## src/rtl/banco_registro_scan_if.sv

```systemverilog
// -----------------------------------------------------------------------------
// banco_registro_scan_if
// Register bank bus: read/write addresses, write data, the raw write button,
// the scan enable and the read-back signals.
//
//   master : board side / testbench. Drives addresses, data, RegWrite and scan.
//            Receives datOutRa, datOutRb and scanAddr.
//   slave  : banco_registro_scan. The directions are the reverse of master.
// -----------------------------------------------------------------------------
interface banco_registro_scan_if #(
   parameter int DATA_W = 8,
   parameter int ADDR_W = 4
);
   logic [ADDR_W-1:0] addrRa;
   logic [ADDR_W-1:0] addrRb;
   logic [ADDR_W-1:0] addrW;
   logic [DATA_W-1:0] datW;
   logic              RegWrite;
   logic              scan;
   logic [DATA_W-1:0] datOutRa;
   logic [DATA_W-1:0] datOutRb;
   logic [ADDR_W-1:0] scanAddr;

   modport master (
      output addrRa, addrRb, addrW, datW, RegWrite, scan,
      input  datOutRa, datOutRb, scanAddr
   );

   modport slave (
      input  addrRa, addrRb, addrW, datW, RegWrite, scan,
      output datOutRa, datOutRb, scanAddr
   );
endinterface

```

## src/rtl/banco_registro_scan.sv

```systemverilog
// -----------------------------------------------------------------------------
// banco_registro_scan
// Register bank with 2**ADDR_W registers of DATA_W bits. It has two
// combinational read ports and one write port. The write strobe is a raw
// push-button, so one press gives exactly one write. The block also drives a
// multiplexed hex 7-segment display. Port A can step through all registers
// automatically when scan mode is on.
//
// Ports:
//   clk   : system clock
//   rst   : asynchronous reset, active-low
//   bus   : banco_registro_scan_if.slave. Carries addrRa, addrRb, addrW, datW,
//           RegWrite and scan in, and datOutRa, datOutRb and scanAddr out.
//   sseg  : segments a..g, active-low, sseg[0] = a
//   an    : digit enables, active-low. Digits 0..NDIG-1 show port A and the
//           remaining digits show port B, least significant nibble first.
//
// Optional feature:
//   ZERO_REG_EN : when defined, register 0 is hardwired to zero. Writes to
//                 address 0 are dropped and reads of address 0 return 0.
// -----------------------------------------------------------------------------
module banco_registro_scan #(
   parameter int DATA_W      = 8,
   parameter int ADDR_W      = 4,
   parameter int ADDR_INV    = 1,
   parameter int REFRESH_DIV = 50000,
   parameter int SCAN_DIV    = 25000000
) (
   input  logic                    clk,
   input  logic                    rst,
   banco_registro_scan_if.slave    bus,
   output logic [0:6]              sseg,
   output logic [2*DATA_W/4-1:0]   an
);

   localparam int NREG   = 2 ** ADDR_W;
   localparam int NDIG   = DATA_W / 4;
   localparam int NDIGT  = 2 * NDIG;
   localparam int IDX_W  = $clog2(NDIGT);
   localparam int REF_W  = $clog2(REFRESH_DIV);
   localparam int SCAN_W = $clog2(SCAN_DIV);

   localparam logic [REF_W-1:0]  REF_LAST  = REF_W'(REFRESH_DIV - 1);
   localparam logic [SCAN_W-1:0] SCAN_LAST = SCAN_W'(SCAN_DIV - 1);
   localparam logic [IDX_W-1:0]  IDX_LAST  = IDX_W'(NDIGT - 1);
   localparam logic [NDIGT-1:0]  AN_ONE    = NDIGT'(1);

   // ---------------------------------------------------------------------------
   // Button synchroniser and rising-edge detector
   // ---------------------------------------------------------------------------
   logic syncMeta;
   logic syncStable;
   logic syncPrev;
   logic wp;
   logic wrEn;

   // NOTE: every clocked block uses non-blocking assignments. All flops then
   // sample the values from before the edge, which keeps this shift chain a
   // real three-stage chain.
   always_ff @(posedge clk or negedge rst) begin
      if (!rst) begin
         syncMeta   <= 1'b0;
         syncStable <= 1'b0;
         syncPrev   <= 1'b0;
      end else begin
         syncMeta   <= bus.RegWrite;
         syncStable <= syncMeta;
         syncPrev   <= syncStable;
      end
   end

   // Single-cycle pulse on the first cycle the synchronised button is high.
   // It fires on the 3rd clk edge after the raw button rises.
   assign wp = syncStable & ~syncPrev;

`ifdef ZERO_REG_EN
   assign wrEn = wp && (bus.addrW != '0);
`else
   assign wrEn = wp;
`endif

   // ---------------------------------------------------------------------------
   // Register storage
   // ---------------------------------------------------------------------------
   logic [DATA_W-1:0] regs [NREG];

   // NOTE: the array sits on the async reset because every register must read
   // 0 after reset. This forces flops instead of a RAM macro, which is fine at
   // this depth.
   always_ff @(posedge clk or negedge rst) begin
      if (!rst) begin
         for (int i = 0; i < NREG; i++) regs[i] <= '0;
      end else if (wrEn) begin
         regs[bus.addrW] <= bus.datW;
      end
   end

   // ---------------------------------------------------------------------------
   // Auto-scan counter. It only advances while scan = 1. When scan drops, the
   // address keeps its value and the prescaler restarts from 0.
   // ---------------------------------------------------------------------------
   logic [SCAN_W-1:0] scanPre;
   logic [ADDR_W-1:0] scanCnt;

   always_ff @(posedge clk or negedge rst) begin
      if (!rst) begin
         scanPre <= '0;
         scanCnt <= '0;
      end else if (!bus.scan) begin
         scanPre <= '0;
      end else if (scanPre == SCAN_LAST) begin
         scanPre <= '0;
         scanCnt <= scanCnt + ADDR_W'(1);
      end else begin
         scanPre <= scanPre + SCAN_W'(1);
      end
   end

   assign bus.scanAddr = scanCnt;

   // ---------------------------------------------------------------------------
   // Read ports. These are combinational, so a read of the address being
   // written returns the stored value until the write edge has passed.
   // ---------------------------------------------------------------------------
   logic [ADDR_W-1:0] swA;
   logic [ADDR_W-1:0] effA;
   logic [ADDR_W-1:0] effB;
   logic [DATA_W-1:0] datA;
   logic [DATA_W-1:0] datB;

   // NOTE: every signal driven here gets a value on every path, with a default
   // first, so no latch can be inferred.
   always_comb begin
      swA  = (ADDR_INV != 0) ? ~bus.addrRa : bus.addrRa;
      effB = (ADDR_INV != 0) ? ~bus.addrRb : bus.addrRb;
      effA = bus.scan ? scanCnt : swA;
      datA = regs[effA];
      datB = regs[effB];
`ifdef ZERO_REG_EN
      if (effA == '0) datA = '0;
      if (effB == '0) datB = '0;
`endif
   end

   assign bus.datOutRa = datA;
   assign bus.datOutRb = datB;

   // ---------------------------------------------------------------------------
   // Display multiplexer
   // ---------------------------------------------------------------------------
   function automatic logic [0:6] hexDecode(input logic [3:0] v);
      logic [0:6] s;
      unique case (v)
         4'h0: s = 7'b0000001;
         4'h1: s = 7'b1001111;
         4'h2: s = 7'b0010010;
         4'h3: s = 7'b0000110;
         4'h4: s = 7'b1001100;
         4'h5: s = 7'b0100100;
         4'h6: s = 7'b0100000;
         4'h7: s = 7'b0001111;
         4'h8: s = 7'b0000000;
         4'h9: s = 7'b0000100;
         4'hA: s = 7'b0001000;
         4'hB: s = 7'b1100000;
         4'hC: s = 7'b0110001;
         4'hD: s = 7'b1000010;
         4'hE: s = 7'b0110000;
         4'hF: s = 7'b0111000;
         default: s = 7'b1111111;
      endcase
      return s;
   endfunction

   logic [REF_W-1:0]    refCnt;
   logic [IDX_W-1:0]    digIdx;
   logic [2*DATA_W-1:0] digPair;
   logic [3:0]          digNib;

   // Port B sits above port A, so digit k picks nibble k of this vector.
   assign digPair = {datB, datA};
   assign digNib  = digPair[{digIdx, 2'b00} +: 4];

   always_ff @(posedge clk or negedge rst) begin
      if (!rst) begin
         refCnt <= '0;
         digIdx <= '0;
         an     <= '1;
         sseg   <= 7'b1111111;
      end else begin
         an   <= ~(AN_ONE << digIdx);
         sseg <= hexDecode(digNib);
         if (refCnt == REF_LAST) begin
            refCnt <= '0;
            digIdx <= (digIdx == IDX_LAST) ? '0 : digIdx + IDX_W'(1);
         end else begin
            refCnt <= refCnt + REF_W'(1);
         end
      end
   end

endmodule

```

## src/flat_wrapper.sv

```systemverilog
// flat-port wrapper written by rule: the top's interface ports become plain ports
module banco_registro_scan_flat 
#(
   parameter int DATA_W      = 8,
   parameter int ADDR_W      = 4,
   parameter int ADDR_INV    = 1,
   parameter int REFRESH_DIV = 50000,
   parameter int SCAN_DIV    = 25000000
)
  (clk, rst, sseg, an, bus_addrRa, bus_addrRb, bus_addrW, bus_datW, bus_RegWrite, bus_scan, bus_datOutRa, bus_datOutRb, bus_scanAddr);
  banco_registro_scan_if #(.DATA_W(DATA_W), .ADDR_W(ADDR_W)) bus_i ();
  input  logic clk;
  input  logic rst;
  output logic [0:6] sseg;
  output logic [2*DATA_W/4-1:0] an;
  input wire logic [$bits(bus_i.addrRa)-1:0] bus_addrRa;
  input wire logic [$bits(bus_i.addrRb)-1:0] bus_addrRb;
  input wire logic [$bits(bus_i.addrW)-1:0] bus_addrW;
  input wire logic [$bits(bus_i.datW)-1:0] bus_datW;
  input wire logic [$bits(bus_i.RegWrite)-1:0] bus_RegWrite;
  input wire logic [$bits(bus_i.scan)-1:0] bus_scan;
  output wire logic [$bits(bus_i.datOutRa)-1:0] bus_datOutRa;
  output wire logic [$bits(bus_i.datOutRb)-1:0] bus_datOutRb;
  output wire logic [$bits(bus_i.scanAddr)-1:0] bus_scanAddr;
  assign bus_i.addrRa = bus_addrRa;
  assign bus_i.addrRb = bus_addrRb;
  assign bus_i.addrW = bus_addrW;
  assign bus_i.datW = bus_datW;
  assign bus_i.RegWrite = bus_RegWrite;
  assign bus_i.scan = bus_scan;
  assign bus_datOutRa = bus_i.datOutRa;
  assign bus_datOutRb = bus_i.datOutRb;
  assign bus_scanAddr = bus_i.scanAddr;
  banco_registro_scan #(.DATA_W(DATA_W), .ADDR_W(ADDR_W), .ADDR_INV(ADDR_INV), .REFRESH_DIV(REFRESH_DIV), .SCAN_DIV(SCAN_DIV)) u_core (.clk(clk), .rst(rst), .bus(bus_i), .sseg(sseg), .an(an));
endmodule
```

## config.mk

```make
export PLATFORM = sky130hd
export DESIGN_NAME = banco_registro_scan_flat
export DESIGN_NICKNAME = d
export VERILOG_FILES = /design/src/rtl/banco_registro_scan_if.sv /design/src/rtl/banco_registro_scan.sv /design/src/flat_wrapper.sv
export SDC_FILE = /design/constraint.sdc
export NUM_CORES = 1
export LEC_CHECK = 0
export CAP_MARGIN = 30
export CORE_MARGIN = 5
export CORE_UTILIZATION = 50
export CTS_CLUSTER_SIZE = 20
export DETAILED_ROUTE_END_ITERATION = 7
export MAX_ROUTING_LAYER = met4
export PLACE_DENSITY = 0.68
export REMOVE_ABC_BUFFERS = 1
export SETUP_SLACK_MARGIN = 0.3
export SYNTH_ARGS = -nofsm -noshare
export SYNTH_HDL_FRONTEND = slang
export SYNTH_SLANG_ARGS = --single-unit
```

## constraint.sdc

```tcl
create_clock -name clk -period 6.6 [get_ports clk]
set_input_delay 0.99 -clock clk [delete_from_list [all_inputs] [get_ports clk]]
set_output_delay 0.99 -clock clk [all_outputs]
set_load 0.01 [all_outputs]
```

==> out/qor.yml <==
logic_synthesis:
  ys_seq_elements: 189
  synth_top_area_share_pct: 43.4
  synth_top_cell_by_area: "dfrtp_1"
  yosys-top-cells-count: "dfrtp_1, mux2_2, nand3_1"
  async_flop_share_pct: 100
  synth.area.top_cells: "dfrtp_1, mux2_2, mux4_2"
  ys_types: 65
  synth_edf_count: 0
  syn_area_per_cell_sq_um: 12.3
  seq_area_frac_synth_pct: 46.2
  synthFlopType: "dfrtp_1"
  syn_area_sq_um: 10300
  yosys_warnings: 0
  synth_most_common_cell: "dfrtp_1"
  synth_cells: 833
timing:
  maxSlewViolCount: 0
  finalHoldViolCount: 0
  post-route-min-period_ns: 5.12
  fmax_mhz: 195
  fin_tns_setup_ns: 0
  finalCritPeriodShare_pct: 77.6
  worst_pin_slew_ns: 0.922
  rsz0062_at_grt: "false"
  holdWs_ns: 0.349
  setup_viol: 0
  finClkSkew_ns: 0.00989
  relSlewSlack_pct: 38.6
layout:
  n_antenna_cell: 0
  final_cells: 1157
  nFillCells: 1650
  area_growth_pct: 13.1
  layout-drive-gt1-share_pct: 28.3
  fin_nets: 911
outcome:
  status: "finished clean"
worst_setup_path:
  r2r_start: "u_core.bus.scanAddr[1]$_DFFE_PN0P_"
  setup.worst_path.class: "in -> out"
  end_kind: "output port"
  cp.arrival_ns: 4.13
  r2r_cells: 11
  startpoint_type: "primary input"
  crit_fanout: 22
  crit_required_ns: 5.61
  r2r_end: "u_core.sseg[3]$_DFF_PN1_"
  ff2ff_setup_slack_ns: 3.25
die:
  dieHeight_um: 153
  num_rows: 52
  initial_core_util_pct: 50.7
  die-area_sq_um: 23500
  core-area_sq_um: 20200
  boundaryPins: 55
  die_x_um: 153
clock_network:
  postCtsSetupBuffers: 0
  clk_path_buf_depth: 2
  htreeDepth: 4
  ctsRootBufferMaster: "clkbuf_16"
  clock_latency_ns: 0.44
  path_clk_slew_ns: 0.07
  clock_sinks: 189
  cts_tree: "built"
  postCtsHoldBufs: 0
  cts_buffers: 17
  cts_resized: 0
job:
  drv_cap: 0
routing:
  drt_iter0_markers: 590
  drt_wl_total_mm: 25.3
  dr.pass1.iters: 5
  wl_per_cell_um: 21.8
  route.detailed.drc: 0
  viasPerCell: 6.07
  ant_nets: 0
  vias: 7027
pwr:
  p_leak_uw: 0.00497
  peakVddDrop_uv: 176
  pwr_density_cell_nw_per_um2: 273
min_path:
  whs_path_depth: 0
  min_to: "u_core.syncStable$_DFF_PN0_"
  hp-start: "u_core.syncMeta$_DFF_PN0_"
  hold_path.class: "reg -> reg"
place:
  dp.cells: 1125
  routabilityCongestion: 0.893
  port_buffers: 54
  dp_hpwl_mm: 17.7
global_route:
  grt_max_degree: 97
  antenna_found_initial: 0
  gr-total-overflow: 0
  grt_pass1_vias: 6980
  grt_use_total_pct: 22.4
  grt_pass1_wl_mm: 40.1
per-layer routing:
| metal | part of all wire, % | up-vias | global-route usage, % |
|---|---|---|---|
| li1 | - | 3159 | - |
| met5 | 0 | - | - |
| met3 | 5.4 | 24 | 4.66 |
| met2 | 49 | 228 | 35.5 |
| met4 | 1.2 | 0 | 4.24 |
| met1 | 44 | 3616 | 30.4 |
state kept, by name (all words and copies together) (netlist names):
register and flops:
u_core.bus.scanAddr 4, u_core.an 4, u_core.syncStable 1, u_core.refCnt 16, u_core.digIdx 2, u_core.scanPre 25, u_core.sseg 7, u_core.syncMeta 1
u_core.syncPrev 1, u_core.regs 128
cell usage in the layout, fill, tap and decap left out, types with 3 or more instances in the layout:
cell type / instances
mux4_2: 41
ha_1: 13
xor2_1: 21
dfrtp_1: 178
buf_4: 11
o21ai_1: 5
dfstp_2: 11
xnor2_1: 17
a221o_1: 10
mux2_2: 132
mux4_1: 3
a32oi_1: 3
nor3_1: 9
inv_8: 4
nand3_1: 71
nand2_1: 45
clkbuf_16: 17
and3_1: 8
nor2b_1: 10
inv_6: 3
o221ai_1: 3
mux2i_1: 45
a21oi_1: 6
nor2_1: 45
clkinv_8: 3
clkdlybuf4s50_1: 52
nand4_1: 5
o22ai_1: 3
a22o_1: 3
inv_1: 15
nand2b_4: 3
o21ai_0: 30
nor4_1: 4
nand2b_1: 6
per-stage QoR:
step | cell area, sq um | utilization (%) | setup slack [ns] | power [uW]
after CTS | 11600 | 57.4 | 1.49 | 3180
after detailed placement | 11000 | 54.4 | 1.48 | 2140
after floorplan | 9980 | - | 2.96 | 1860
after global routing | 11600 | 57.4 | 1.35 | 3300
after global placement | 10900 | 54.1 | 1.57 | 2110
final | 11600 | 57.4 | 1.48 | 3170
area by class of cell:
cell class | instances | area [sq um] | area share [%]
Clock buffer | 17 | 425 | 3.66
Clock inverter | 15 | 176 | 1.52
Inverter | 16 | 60.1 | 0.517
Multi-Input combinational cell | 581 | 5180 | 44.6
Sequential cell | 189 | 4740 | 40.8
Tap cell | 270 | 338 | 2.91
Timing Repair Buffer | 69 | 687 | 5.91
how the worst max path moves through the flow:
stage	startpoint	end	slack, ns
after CTS	bus_scan	bus_datOutRa[6]	1.49
final	bus_scan	bus_datOutRa[6]	1.48
after global placement	bus_scan	bus_datOutRa[6]	1.57
after floorplan	bus_scan	bus_datOutRa[4]	2.96
after global routing	bus_scan	bus_datOutRa[6]	1.35
after detailed placement	bus_scan	bus_datOutRa[6]	1.48
critical path, cell delays in order:
cell,delay (ns)
clkdlybuf4s50_1,0.67
nor2b_1,0.09
buf_4,0.19
nor2_4,0.58
mux2i_1,0.16
a221o_1,0.40
a221o_1,0.27
o21ai_0,0.16
clkdlybuf4s50_1,0.61
logic make-up after synthesis:
group                    count (synthesis)  share of synthesized area (%)
adder cells (fa/ha/maj)                 13                           1.58
buffers and inverters                   63                           3.33
multiplexers                           222                           28.7
flip-flops                             189                           46.2
AND/OR/NAND/NOR                        225                           11.1
XOR/XNOR                                38                           3.24
AO/OA/AOI/OAI                           83                           5.80
power breakdown:
part / switching (uW) / internal, uW
combinational: 287 / 366
clock: 499 / 543
sequential: 144 / 1330
Power figures use the tool's default switching activity.
